<file path="src/rtl/pc_fetch_unit.sv">
// Owns the architectural PC, fetches over a req/ack handshake and holds the instruction for the controller.
// Optional misaligned-redirect trap enabled by defining PC_MISALIGN_TRAP_EN.
module pc_fetch_unit #(
    parameter logic [31:0] RESET_PC = 32'h0000_0000
) (
    input  logic        clk,
    input  logic        rst,
    output logic        imem_req,
    output logic [31:0] imem_addr,
    input  logic        imem_ack,
    input  logic [31:0] imem_rdata,
    output logic [31:0] ir,
    output logic        ir_valid,
    output logic [31:0] ir_pc,
    output logic [31:0] pc_plus4,
    input  logic        instr_done,
    input  logic        redir_valid,
    input  logic [31:0] redir_target,
    output logic [31:0] instr_count,
    output logic        pc_misalign
);

    localparam int unsigned XLEN = 32;
    localparam logic [XLEN-1:0] PC_STEP    = XLEN'(4);
    localparam logic [XLEN-1:0] CNT_STEP   = XLEN'(1);
    localparam logic [XLEN-1:0] ALIGN_MASK = ~XLEN'(3);

    typedef enum logic [1:0] {
        S_FETCH = 2'd0,
        S_EXEC  = 2'd1,
        S_GAP   = 2'd2
`ifdef PC_MISALIGN_TRAP_EN
        , S_HALT = 2'd3
`endif
    } state_e;

    state_e          state_q, state_d;
    logic [XLEN-1:0] pc_q, pc_d;
    logic [XLEN-1:0] ir_q, ir_d;
    logic [XLEN-1:0] ir_pc_q, ir_pc_d;
    logic [XLEN-1:0] pc_plus4_q, pc_plus4_d;
    logic [XLEN-1:0] instr_count_q, instr_count_d;
    logic [XLEN-1:0] redir_addr_q, redir_addr_d;
    logic            ir_valid_q, ir_valid_d;
    logic            redir_pend_q, redir_pend_d;
    logic            squash_q, squash_d;
    logic            redir_take;
    logic [XLEN-1:0] redir_sel;
`ifdef PC_MISALIGN_TRAP_EN
    logic            misalign_q, misalign_d;
`endif

    // State and datapath registers
    always_ff @(posedge clk) begin
        if (rst) begin
            state_q       <= S_FETCH;
            pc_q          <= RESET_PC;
            ir_q          <= '0;
            ir_pc_q       <= '0;
            pc_plus4_q    <= '0;
            instr_count_q <= '0;
            redir_addr_q  <= '0;
            ir_valid_q    <= 1'b0;
            redir_pend_q  <= 1'b0;
            squash_q      <= 1'b0;
`ifdef PC_MISALIGN_TRAP_EN
            misalign_q    <= 1'b0;
`endif
        end else begin
            state_q       <= state_d;
            pc_q          <= pc_d;
            ir_q          <= ir_d;
            ir_pc_q       <= ir_pc_d;
            pc_plus4_q    <= pc_plus4_d;
            instr_count_q <= instr_count_d;
            redir_addr_q  <= redir_addr_d;
            ir_valid_q    <= ir_valid_d;
            redir_pend_q  <= redir_pend_d;
            squash_q      <= squash_d;
`ifdef PC_MISALIGN_TRAP_EN
            misalign_q    <= misalign_d;
`endif
        end
    end

    // Next-state: fetch, execute-wait, one-cycle refetch gap after a squash
    always_comb begin
        state_d       = state_q;
        pc_d          = pc_q;
        ir_d          = ir_q;
        ir_pc_d       = ir_pc_q;
        pc_plus4_d    = pc_plus4_q;
        instr_count_d = instr_count_q;
        redir_addr_d  = redir_addr_q;
        ir_valid_d    = ir_valid_q;
        redir_pend_d  = redir_pend_q;
        squash_d      = squash_q;
        redir_take    = 1'b0;
        redir_sel     = redir_addr_q;
`ifdef PC_MISALIGN_TRAP_EN
        misalign_d    = misalign_q;
`endif

        case (state_q)
            S_FETCH: begin
                if (imem_ack) begin
                    if (redir_valid || squash_q) begin
                        redir_take = 1'b1;
                        redir_sel  = redir_valid ? redir_target : redir_addr_q;
                        squash_d   = 1'b0;
                        state_d    = S_GAP;
                    end else begin
                        ir_d       = imem_rdata;
                        ir_pc_d    = pc_q;
                        pc_plus4_d = pc_q + PC_STEP;
                        ir_valid_d = 1'b1;
                        state_d    = S_EXEC;
                    end
                end else if (redir_valid) begin
                    squash_d     = 1'b1;
                    redir_addr_d = redir_target;
                end
            end
            S_EXEC: begin
                if (instr_done && ir_valid_q) begin
                    ir_valid_d    = 1'b0;
                    redir_pend_d  = 1'b0;
                    instr_count_d = instr_count_q + CNT_STEP;
                    state_d       = S_FETCH;
                    if (redir_valid) begin
                        redir_take = 1'b1;
                        redir_sel  = redir_target;
                    end else if (redir_pend_q) begin
                        redir_take = 1'b1;
                        redir_sel  = redir_addr_q;
                    end else begin
                        pc_d = pc_q + PC_STEP;
                    end
                end else if (redir_valid) begin
                    redir_pend_d = 1'b1;
                    redir_addr_d = redir_target;
                end
            end
            S_GAP: begin
                state_d = S_FETCH;
            end
            default: begin
                state_d = state_q;
            end
        endcase

        // Redirect target is word-aligned unless the trap catches a misaligned one
        if (redir_take) begin
            pc_d = redir_sel & ALIGN_MASK;
`ifdef PC_MISALIGN_TRAP_EN
            if (redir_sel[1:0] != 2'b00) begin
                pc_d       = redir_sel;
                misalign_d = 1'b1;
                state_d    = S_HALT;
            end
`endif
        end
    end

    assign imem_req    = (state_q == S_FETCH) && !rst;
    assign imem_addr   = pc_q;
    assign ir          = ir_q;
    assign ir_valid    = ir_valid_q;
    assign ir_pc       = ir_pc_q;
    assign pc_plus4    = pc_plus4_q;
    assign instr_count = instr_count_q;
`ifdef PC_MISALIGN_TRAP_EN
    assign pc_misalign = misalign_q;
`else
    assign pc_misalign = 1'b0;
`endif

endmodule

</file>
<file path="config.mk">
export PLATFORM = sky130hd
export DESIGN_NAME = pc_fetch_unit
export DESIGN_NICKNAME = d
export VERILOG_FILES = /design/src/rtl/pc_fetch_unit.sv
export SDC_FILE = /design/constraint.sdc
export NUM_CORES = 1
export LEC_CHECK = 0
export ABC_AREA = 0
export CORE_ASPECT_RATIO = 0.8
export CORE_MARGIN = 10
export CORE_UTILIZATION = 29
export DETAILED_ROUTE_END_ITERATION = 8
export SLEW_MARGIN = 15
export SYNTH_ARGS = -nofsm -noshare
export SYNTH_HDL_FRONTEND = slang
export SYNTH_SLANG_ARGS = --single-unit
</file>
<file path="constraint.sdc">
create_clock -name clk -period 2.3 [get_ports clk]
set_input_delay 0.69 -clock clk [delete_from_list [all_inputs] [get_ports clk]]
set_output_delay 0.69 -clock clk [all_outputs]
set_load 0.01 [all_outputs]
</file>
==> qor.txt <==
1st-pass router iterations - 7
# hold bufs at CTS - 0
sequential power share - 0.410
Worst Setup Path Type - reg -> out
reg2reg setup slack - 0.18 ns
share of the synthesized area in the top cell type - 0.452
maximum clock frequency - 446 MHz
Seq/Total Area, Yosys - 0.452
routed vias/inst - 4.89
PortBufs - 222
Req. time, crit path - 1.61 ns
clk slew on worst S/H paths - 0.07 ns
crit path time final - 2.24 ns
DRT iter0 DRCs - 505
Finished Layout Cells - 1674
Final setup viols - 0
Nets - 1364
Die Span X - 210 µm
CTS tree - done
Crit path largest cell delay - 0.62 ns
placed instance count - 1641
WHS Endpoint - ir[18]
largest net degree at the start of global routing - 138
final clock period utilization by the worst path - 0.975
min-delay worst type - reg -> reg
cell family with most CP delay - buffers and inverters
CTS HTree Levels - 4
Yosys cell types - 67
multi-input logic area - 4190 µm²
LEAKAGE - 0.00423 µW
fillcell total - 2865
overall power - 8990 µW
PD cells - 740 nW/µm²
num rows - 55
Area Growth Syn to Fin - 45.2%
Core Region - 28400 µm²
DIE AREA - 36100 µm²
grt ovf - 0
ANT nets after route - 0
I/O Pins - 232
All-Layer GR Usage - 0.154
Fin Hold WS - 0.453 ns
initial core utilization - 0.295
Sw Pwr - 2660 µW
worst slew pin tran - 0.659 ns
Critical Path Source Type - register
outcome - finished, final reports clean
#FFs+latches synth - 189
clock tree buffer depth - 2
CP Max Fanout - 8
Pint - 6330 µW
Final Max Tran Viols - 0
hold path start - ir[18]
Main synth FF type - dfxtp_1
reg2reg start - state_q[1]
drt drc - 0
drt wl/cell - 17.1 µm
Hold Crit Depth - 2
Post-synth EDFFs - 0
HPWL Detailed - 20.9 mm
synth top area cells - dfxtp_1 45%, nand2_1 10%, a21oi_1 7.5%, xnor2_1 4.0%, nor2_1 3.5%
most instantiated cells after synthesis - 229 x nand2_1, 189 x dfxtp_1, 125 x a21oi_1
Clock Tree Root - clkbuf_16
YS warnings - 0
worst r2r dst - imem_addr[18]
unrepaired setup endpoints after global routing - no
VDD IR-drop max - 508 µV
Avg Inst Size Synth - 8.06 µm²
Sw Ratio - 0.296
final hold vios - 0
number of global-route vias before repair - 7830
crit-path cells - clkdlybuf4s50_1
layout cells sized above 1 - 0.120
Arrival @ worst endpoint - 1.55 ns
Reg area - 3790 µm²
post-synth top area cell - dfxtp_1
initial antenna violation count - 2
synthesized cell area - 8370 µm²
Die Ht - 172 µm
Num CTS Buffers - 17
Routability Congestion - 0.881
Post-Synthesis Cells - 1038
most numerous cell in the Yosys netlist - nand2_1
combinational share of power - 0.245
CP max-delay cell - clkdlybuf4s50_1
path depth of the worst reg2reg path - 10
via count - 8178
max-cap check violation count - 0
ys async rst share - 0
Worst setup EP type - output port
CP bufs+invs - 1
Clock Power Share - 0.345
Worst Skew - 0.0122 ns
relative max-transition margin - 0.561
first-pass GRT wire length - 44.8 mm
wirelength, routed - 28.6 mm
clk_lat worst skew - 0.44 ns
Clock Sink Count - 189
==> worst max-delay path by stage <==
stage	slack, ns	end	startpoint	cells after the start
finish	0.06	instr_count[1]	instr_count[1]	1
CTS	0.01	imem_addr[28]	imem_addr[28]	2
global route	0.004	instr_count[1]	instr_count[1]	1
floorplan	0.20	imem_addr[14]	redir_valid	8
global placement	-0.40	imem_addr[30]	imem_ack	7
detailed placement	-0.40	imem_addr[29]	imem_ack	7
==> placed cells by master (no fill, tap or decap), types with 10 or more instances in the layout <==
cell type / synthesis / layout
a211oi_1: 24 / 24
nand4_1: 16 / 16
nor3_1: 12 / 12
o21ai_0: 26 / 26
clkbuf_16: 0 / 17
nor4_1: 15 / 15
dfxtp_1: 189 / 185
nor2_1: 77 / 77
buf_4: 10 / 87
a31oi_1: 10 / 10
a22oi_1: 17 / 17
a21oi_1: 125 / 125
and3_1: 14 / 13
or3_1: 15 / 14
nand3_1: 22 / 22
xnor2_1: 38 / 38
xor2_1: 14 / 14
nand2_1: 229 / 228
inv_1: 12 / 12
clkdlybuf4s50_1: 0 / 220
==> through the flow <==
stage                     utilization  TNS (ns)  worst slack (ns)  cell area (µm²)
after global routing            0.428         0           0.00356            12100
final                           0.429         0            0.0567            12100
after global placement          0.406    -20.07            -0.398            11500
after CTS                       0.428         0            0.0103            12100
after detailed placement        0.406    -25.29            -0.404            11500
after floorplan                     -         0             0.197             8390
==> final cells by class <==
class	count	area share
clock buffer	21	0.0395
antenna	1	0.000206
timing repair buffer	318	0.251
multi-input combinational	752	0.345
sequential	189	0.312
inverter	12	0.00371
tap	370	0.0381
clock inverter	11	0.0106
==> metal layers <==
metal,vias up,part of all wire,track usage
met5,-,0.00091,0
met4,4,0.010,0.0347
met3,27,0.093,0.0627
met2,255,0.43,0.229
met1,3784,0.47,0.204
li1,4108,-,-
==> power by group through the flow <==
stage / combinational [µW] / clock (µW) / sequential [µW]
2_1_floorplan: 935 / 0 / 3840
3_3_place_gp: 2200 / 0 / 3750
3_5_place_dp: 2210 / 0 / 3760
4_1_cts: 2220 / 3200 / 3690
5_1_grt: 2430 / 3340 / 3720
6_report: 2200 / 3100 / 3690
==> tightest hold or removal path: cells and delay by family, from the launching register on <==
family	cells	cell delay [ns]
AO/OA/AOI/OAI	1	0.05
AND/OR/NAND/NOR	1	0.05
flip-flops	1	0.31
==> cell families (layout without fill, tap and decap cells) <==
family,after synthesis,after routing,synth area share
multiplexers,2,2,0.00239
AND/OR/NAND/NOR,433,433,0.241
AO/OA/AOI/OAI,253,253,0.189
XOR/XNOR,52,52,0.0544
adder cells (fa/ha/maj),5,5,0.00747
flip-flops,189,189,0.452
buffers and inverters,103,362,0.0540
other,1,8,0.000448
==> what timing repair did <==
item	4_1_cts	5_1_grt
pin swaps	0	0
resized for setup	3	9
endpoints found under the setup margin	2	17
buffers inserted	0	0
==> state kept, by name, indices dropped and copies added, names as in the netlist <==
signal,count
instr_count,32
ir,32
imem_addr,30
ir_pc,30
pc_plus4,30
redir_addr_q,30
state_q,2
ir_valid,1
redir_pend_q,1
squash_q,1
No activity file was read; power rests on OpenSTA's default activity.
==> variant 1 (same flow settings) <==
The option `PC_MISALIGN_TRAP_EN` is turned on by a define.
--- a/src/rtl/pc_fetch_unit.sv
+++ b/src/rtl/pc_fetch_unit.sv
@@ -1,5 +1,7 @@
 // Owns the architectural PC, fetches over a req/ack handshake and holds the instruction for the controller.
 // Optional misaligned-redirect trap enabled by defining PC_MISALIGN_TRAP_EN.
+`define PC_MISALIGN_TRAP_EN
+
 module pc_fetch_unit #(
     parameter logic [31:0] RESET_PC = 32'h0000_0000
 ) (
Check against the original RTL: not equivalent (Yosys sat finds a counterexample within 4 cycles, from zero or initial values and one cycle with rst high).
==> variant 1 against the original RTL <==
  * Wire length increased by 11%
  * Total power decreased by 7.7%
  * Global-route usage increased by 1.4 points
  * Design area increased by 3.5%
  * Sequential cell count increased by 7
  * Utilization increased by 0.19 points
  * Clock skew increased by 0.0036 ns
  * Worst setup slack got worse by 0.013 ns
  * Synthesized area increased by 2.5%
  * Critical path type unchanged
  * Critical endpoint is now imem_addr[27]
  * Highest routed layer unchanged
==> variant 1: results (changes against the original RTL) <==
Global route
  – Antenna violations before repair: 6 (was 2)
  – Largest net degree at the start of global routing: 57 (was 138)
  – Vias in the first global route: 8,386 (was 7,830)
  – First-pass GRT wire length: 48,980 microns (was 44,820 microns)
  – All-Layer GR Usage: 16.79% (was 15.42%)

Clocking
  – CTS H-tree lvls: 4 (unchanged)
  – Post-CTS setup buffers: 0 (unchanged)
  – Worst-Skew Late Latency: 0.45 ns
  – Reg clk slew, reported paths: 0.08 ns
  – Clock buffer count from CTS: 17 (unchanged)

Setup path
  – Worst flop-to-flop path startpoint: imem_addr[3] (was state_q[1])
  – CP startpoint: imem_addr[27] (was instr_count[1])
  – Crit-path max FO: 7 (was 8)
  – Worst Path Arrival: 1.57 ns (was 1.55 ns)

Power
  – P_leak: 4.435 nW (was 4.229 nW)
  – Worst vdd ir: 0.5172 mV (was 0.5081 mV)

Timing
  – Worst clock skew: 0.01583 ns (was 0.01225 ns)
  – Max_slew headroom: 55.65% (was 56.10%)

Hold path
  – Hold Crit Class: flop to flop (unchanged)
  – Min-delay src: ir[31] (was ir[18])

Drt
  – Routed WL: 31,750 microns (was 28,560 microns)
  – Total number of vias: 8,695 (was 8,178)
  – Drt pass-1 iters: 5 (was 7)
  – Drt first-iter violations: 609 (was 505)

Place
  – Placement Setup Slack: -0.3892 ns (was -0.4035 ns)
  – Post-DP HPWL: 23,610 microns (was 20,900 microns)
  – IO buf count: 231 (was 222)
  – Placed Cells: 1,691 (was 1,641)
  – GPL Wtd Cong: 0.8418 (was 0.8805)

Outcome
  – Status: completed (unchanged)

Flow run
  – Max-cap viol count: 0 (unchanged)

Logic synthesis
  – Top post-synthesis cells by area: dfxtp_1, nand2_1, a21oi_1 (unchanged)
  – Sequential fraction of the synthesis area: 45.76% (was 45.21%)
  – Syn Area/Cell: 8.089 sq um (was 8.063 sq um)
  – Prevailing post-synth register cell: dfxtp_1 (unchanged)
  – Unique masters post-synth: 71 (was 67)
  – Asr flop ratio synth: 0% (unchanged)
  – Synth cell count leaders: nand2_1, dfxtp_1, a21oi_1, nor2_1, clkbuf_1 (unchanged)
  – Synth warn: 0 (unchanged)

Layout
  – Fin nets: 1,404 (was 1,364)
  – Share of cells above drive strength 1: 13.67% (was 12.05%)
  – Non-Filler Instances: 1,728 (was 1,674)
variant 1: changes by cell type in the layout (fill, tap and decap cells not counted), sizes merged, moves of 8 or more:
cell | before | now
xnor2 | 38 | 30
or3 | 16 | 7
nand2 | 229 | 243
a211oi | 25 | 15
buf | 97 | 108
a22o | 9 | 1
a21oi | 125 | 134
a22oi | 17 | 8
nand3 | 23 | 37
xor2 | 14 | 25
variant 1: per-layer routing:
metal / up-vias / track usage [%] / routed length [microns]
li1: 4231 / - / -
met1: 4096 / 21.90 / 14290
met3: 40 / 6.487 / 3166
met5: - / 0 / 9
met4: 2 / 5.049 / 513
met2: 326 / 24.97 / 13760
variant 1: area by class of cell:
cell class                      count  area, sq um
Antenna cell                        5        12.51
Clock buffer                       18        439.2
Clock inverter                     14        142.6
Fill cell                        2917        16640
Inverter                            8        30.03
Multi-Input combinational cell    772         4317
Sequential cell                   196         3938
Tap cell                          377        471.7
Timing Repair Buffer              338         3226
variant 1: logic make-up (layout without fill, tap and decap cells):
group                    count (synthesis)  in the layout  synth area share, %
adder cells (fa/ha/maj)                  2              2               0.2918
flip-flops                             196            196                45.76
other                                    0              5                    0
XOR/XNOR                                55             55                5.618
AO/OA/AOI/OAI                          242            242                16.96
AND/OR/NAND/NOR                        467            467                26.03
multiplexers                             6              6               0.7733
buffers and inverters                   92            378                4.567
variant 1: per-stage QoR:
| step | TNS (ns) | hold WS, ns | total power, mW | util (%) | instance area [sq um] |
|---|---|---|---|---|---|
| detailed placement | -31.63 | 0.4397 | 5.336 | 40.82 | 11930 |
| floorplan | 0 | 0.4315 | 4.464 | - | 8574 |
| global placement | -27.95 | 0.4392 | 5.322 | 40.82 | 11930 |
| finish | 0 | 0.4526 | 8.297 | 43.04 | 12580 |
| CTS | 0 | 0.4560 | 8.376 | 42.85 | 12520 |
| global route | 0 | 0.4692 | 8.674 | 43.02 | 12570 |
variant 1: path summary, 6_finish.rpt:
kind,cells past startpoint,slack (ns),end
min,2,0.45,ir[31]
max reg2reg,5,0.21,pc_plus4[25]
max,1,0.04,imem_addr[27]
min reg2reg,2,0.45,ir[31]
variant 1: what timing repair did:
item | 4_1_cts | 5_1_grt
hold buffers | 0 | 0
resized for setup | 7 | 14
setup endpoints to repair | 4 | 26
pin swaps | 0 | 1
variant 1: worst reg2reg max path, cell delays in order (launching register included):
cell,delay (ns)
dfxtp_1,0.38
nand2_1,0.24
or4_4,0.71
o31a_1,0.29
o21ai_1,0.26
a21oi_1,0.10
variant 1: where the power goes:
part,internal (mW),switching (mW)
sequential,3.59,0.147
combinational,0.741,0.789
clock,1.56,1.47
==> variant 2 (config.mk and constraints unchanged) <==
Without the edit above. Add an input register stage for `redir_target`, without a reset; this delays it by one clock. The other inputs are not delayed to match.
--- a/src/rtl/pc_fetch_unit.sv
+++ b/src/rtl/pc_fetch_unit.sv
@@ -33,6 +33,12 @@
         , S_HALT = 2'd3
 `endif
     } state_e;
+
+    logic [31:0] redir_target_q;
+
+    always_ff @(posedge clk) begin
+        redir_target_q <= redir_target;
+    end
 
     state_e          state_q, state_d;
     logic [XLEN-1:0] pc_q, pc_d;
@@ -106,7 +112,7 @@
                 if (imem_ack) begin
                     if (redir_valid || squash_q) begin
                         redir_take = 1'b1;
-                        redir_sel  = redir_valid ? redir_target : redir_addr_q;
+                        redir_sel  = redir_valid ? redir_target_q : redir_addr_q;
                         squash_d   = 1'b0;
                         state_d    = S_GAP;
                     end else begin
@@ -118,7 +124,7 @@
                     end
                 end else if (redir_valid) begin
                     squash_d     = 1'b1;
-                    redir_addr_d = redir_target;
+                    redir_addr_d = redir_target_q;
                 end
             end
             S_EXEC: begin
@@ -129,7 +135,7 @@
                     state_d       = S_FETCH;
                     if (redir_valid) begin
                         redir_take = 1'b1;
-                        redir_sel  = redir_target;
+                        redir_sel  = redir_target_q;
                     end else if (redir_pend_q) begin
                         redir_take = 1'b1;
                         redir_sel  = redir_addr_q;
@@ -138,7 +144,7 @@
                     end
                 end else if (redir_valid) begin
                     redir_pend_d = 1'b1;
-                    redir_addr_d = redir_target;
+                    redir_addr_d = redir_target_q;
                 end
             end
             S_GAP: begin
Behaviour: not the same (Yosys sat finds a counterexample within 4 cycles, from zero or initial values and one cycle with rst high).
==> variant 2 against the original RTL <==
  * Design area is 8.6% higher
  * Worst setup slack got worse by 0.00094 ns
  * Total power grew 21%
  * Sequential cell count grew 30
  * Sequential share of layout area is 2.3 points higher
  * Register-to-register slack worse by 0.11 ns
  * Wire length up 7.5%
  * Synthesized area is 7.5% higher
  * Clock power rose by 28%
  * Critical path type unchanged
  * Critical endpoint is now imem_addr[24]
==> variant 2: results (changes against the original RTL) <==
Power
  – P_leak: 4.828 nW (was 4.229 nW)
  – Worst vdd ir: 0.5091 mV (was 0.5081 mV)

Logic synthesis
  – Sequential fraction of the synthesis area: 48.74% (was 45.21%)
  – Unique masters post-synth: 64 (was 67)
  – Asr flop ratio synth: 0% (unchanged)
  – Prevailing post-synth register cell: dfxtp_1 (unchanged)
  – Synth warn: 0 (unchanged)
  – Synth cell count leaders: dfxtp_1, nand2_1, a21oi_1, nor2_1, clkbuf_1 (was nand2_1, dfxtp_1, a21oi_1, nor2_1, clkbuf_1)
  – Top post-synthesis cells by area: dfxtp_1, nand2_1, a21oi_1 (unchanged)

Setup path
  – Reg2reg end: imem_addr[16] (was imem_addr[18])
  – Crit-path max FO: 8 (unchanged)
  – R2r worst-path depth: 10 (unchanged)
  – Critical Path Slowest Stage Cell: clkdlybuf4s50_1 (unchanged)
  – Reg2Reg Setup Slack: 0.07 ns (was 0.18 ns)
  – Worst flop-to-flop path startpoint: state_q[1] (unchanged)
  – Top delay family on crit path: buffers and inverters (unchanged)
  – Max incr delay on CP: 0.59 ns (was 0.62 ns)

Clocking
  – Clock buffer count from CTS: 26 (was 17)
  – Worst-Skew Late Latency: 0.54 ns (was 0.44 ns)
  – CTS H-tree lvls: 1 (was 4)
  – Reg clk slew, reported paths: 0.06 ns
  – Clk root buf: clkbuf_16 (unchanged)
  – Clock buffer depth: 3 (was 2)

Place
  – Post-DP HPWL: 22,520 microns (was 20,900 microns)
  – IO buf count: 222 (unchanged)
  – GPL Wtd Cong: 0.8396 (was 0.8805)

Outcome
  – Status: completed (unchanged)

Hold path
  – WHS Path Cells: 2 (unchanged)
  – Hold Crit Class: flop to flop (unchanged)
  – Min-delay src: redir_addr_q[5] (was ir[18])
  – Hold Path End: redir_addr_q[5] (was ir[18])

Layout
  – Fillers: 3,015 (was 2,865)
  – Fin nets: 1,407 (was 1,364)
  – Share of cells above drive strength 1: 14.67% (was 12.05%)

Global route
  – Largest net degree at the start of global routing: 139 (was 138)
  – Antenna violations before repair: 1 (was 2)
  – GR Util met2: 21.51% (was 22.87%)
  – GRT met1 Usage: 22.08% (was 20.43%)
  – First-pass GRT wire length: 47,290 microns (was 44,820 microns)
  – All-Layer GR Usage: 15.17% (was 15.42%)
  – Vias in the first global route: 8,106 (was 7,830)
  – Met3 GRT Util: 3.880% (was 6.274%)

Timing
  – Max_slew headroom: 54.80% (was 56.10%)
  – Fin Hold WS: 0.4520 ns (was 0.4526 ns)
  – Worst clock skew: 0.01311 ns (was 0.01225 ns)

Drt
  – Routed WL: 30,710 microns (was 28,560 microns)
  – Drt pass-1 iters: 5 (was 7)
  – Drt first-iter violations: 635 (was 505)
  – Total number of vias: 8,498 (was 8,178)

Flow run
  – Max-cap viol count: 0 (unchanged)
[variant 2: cell types whose count changed in the layout (fill, tap and decap cells not counted), moves of 8 or more]
cell / unedited run / this run
xor2_1: 14 / 24
clkdlybuf4s50_1: 220 / 198
nor4_1: 15 / 7
nand2_1: 228 / 215
nand4_1: 16 / 24
dlygate4sd2_1: 0 / 16
nor2_1: 77 / 87
dfxtp_2: 4 / 17
dfxtp_1: 185 / 200
clkbuf_16: 17 / 27
xnor2_1: 38 / 24
a22oi_1: 17 / 6
[variant 2: how the worst max path moves through the flow]
stage                        startpoint            end
after floorplan                imem_ack  imem_addr[26]
after global placement         imem_ack  imem_addr[14]
after detailed placement     instr_done   imem_addr[7]
after CTS                    state_q[1]  imem_addr[16]
after global routing         state_q[1]  imem_addr[16]
final                     imem_addr[24]  imem_addr[24]
[variant 2: kinds of logic (layout without fill, tap and decap cells)]
logic type / count (synthesis) / count (layout) / synth area share (%)
AO/OA/AOI/OAI: 255 / 255 / 18.10
XOR/XNOR: 48 / 48 / 4.674
other: 1 / 8 / 0.04169
multiplexers: 2 / 2 / 0.2226
adder cells (fa/ha/maj): 5 / 5 / 0.6955
buffers and inverters: 105 / 383 / 5.286
AND/OR/NAND/NOR: 431 / 431 / 22.24
flip-flops: 219 / 219 / 48.74
[variant 2: routing by layer]
metal | wire length, microns | part of all wire, %
met3 | 2107 | 6.9
met1 | 15390 | 50
met2 | 12560 | 41
met4 | 656 | 2.1
met5 | 0 | 0
[variant 2: layout make-up]
| type | instances | area (sq um) | share of cell area, % |
|---|---|---|---|
| Timing Repair Buffer | 326 | 3151 | 23.88 |
| Antenna cell | 1 | 2.502 | 0.01897 |
| Inverter | 12 | 45.04 | 0.3415 |
| Tap cell | 413 | 516.7 | 3.917 |
| Clock inverter | 7 | 43.79 | 0.3320 |
| Clock buffer | 38 | 777.0 | 5.890 |
| Sequential cell | 219 | 4413 | 33.45 |
| Multi-Input combinational cell | 748 | 4243 | 32.16 |
[variant 2: repair_timing]
item,in CTS,in global routing
setup buffers,0,6
resized for setup,40,27
endpoints found under the setup margin,33,35
pin swaps,0,2
[variant 2: power breakdown]
part	internal (mW)	total (mW)	switching [mW]
Clock	2.33	3.96	1.63
Combinational	1.23	2.48	1.26
Sequential	4.12	4.40	0.284
[variant 2: through the flow]
| step | setup slack, ns | instances | instance area (sq um) |
|---|---|---|---|
| final | 0.05572 | 1764 | 13190 |
| after CTS | -0.004656 | 1757 | 13060 |
| after global routing | -0.01127 | 1763 | 13190 |
| after global placement | -0.5118 | 1712 | 12210 |
| after detailed placement | -0.5377 | 1712 | 12210 |
| after floorplan | 0.09345 | 1072 | 9017 |
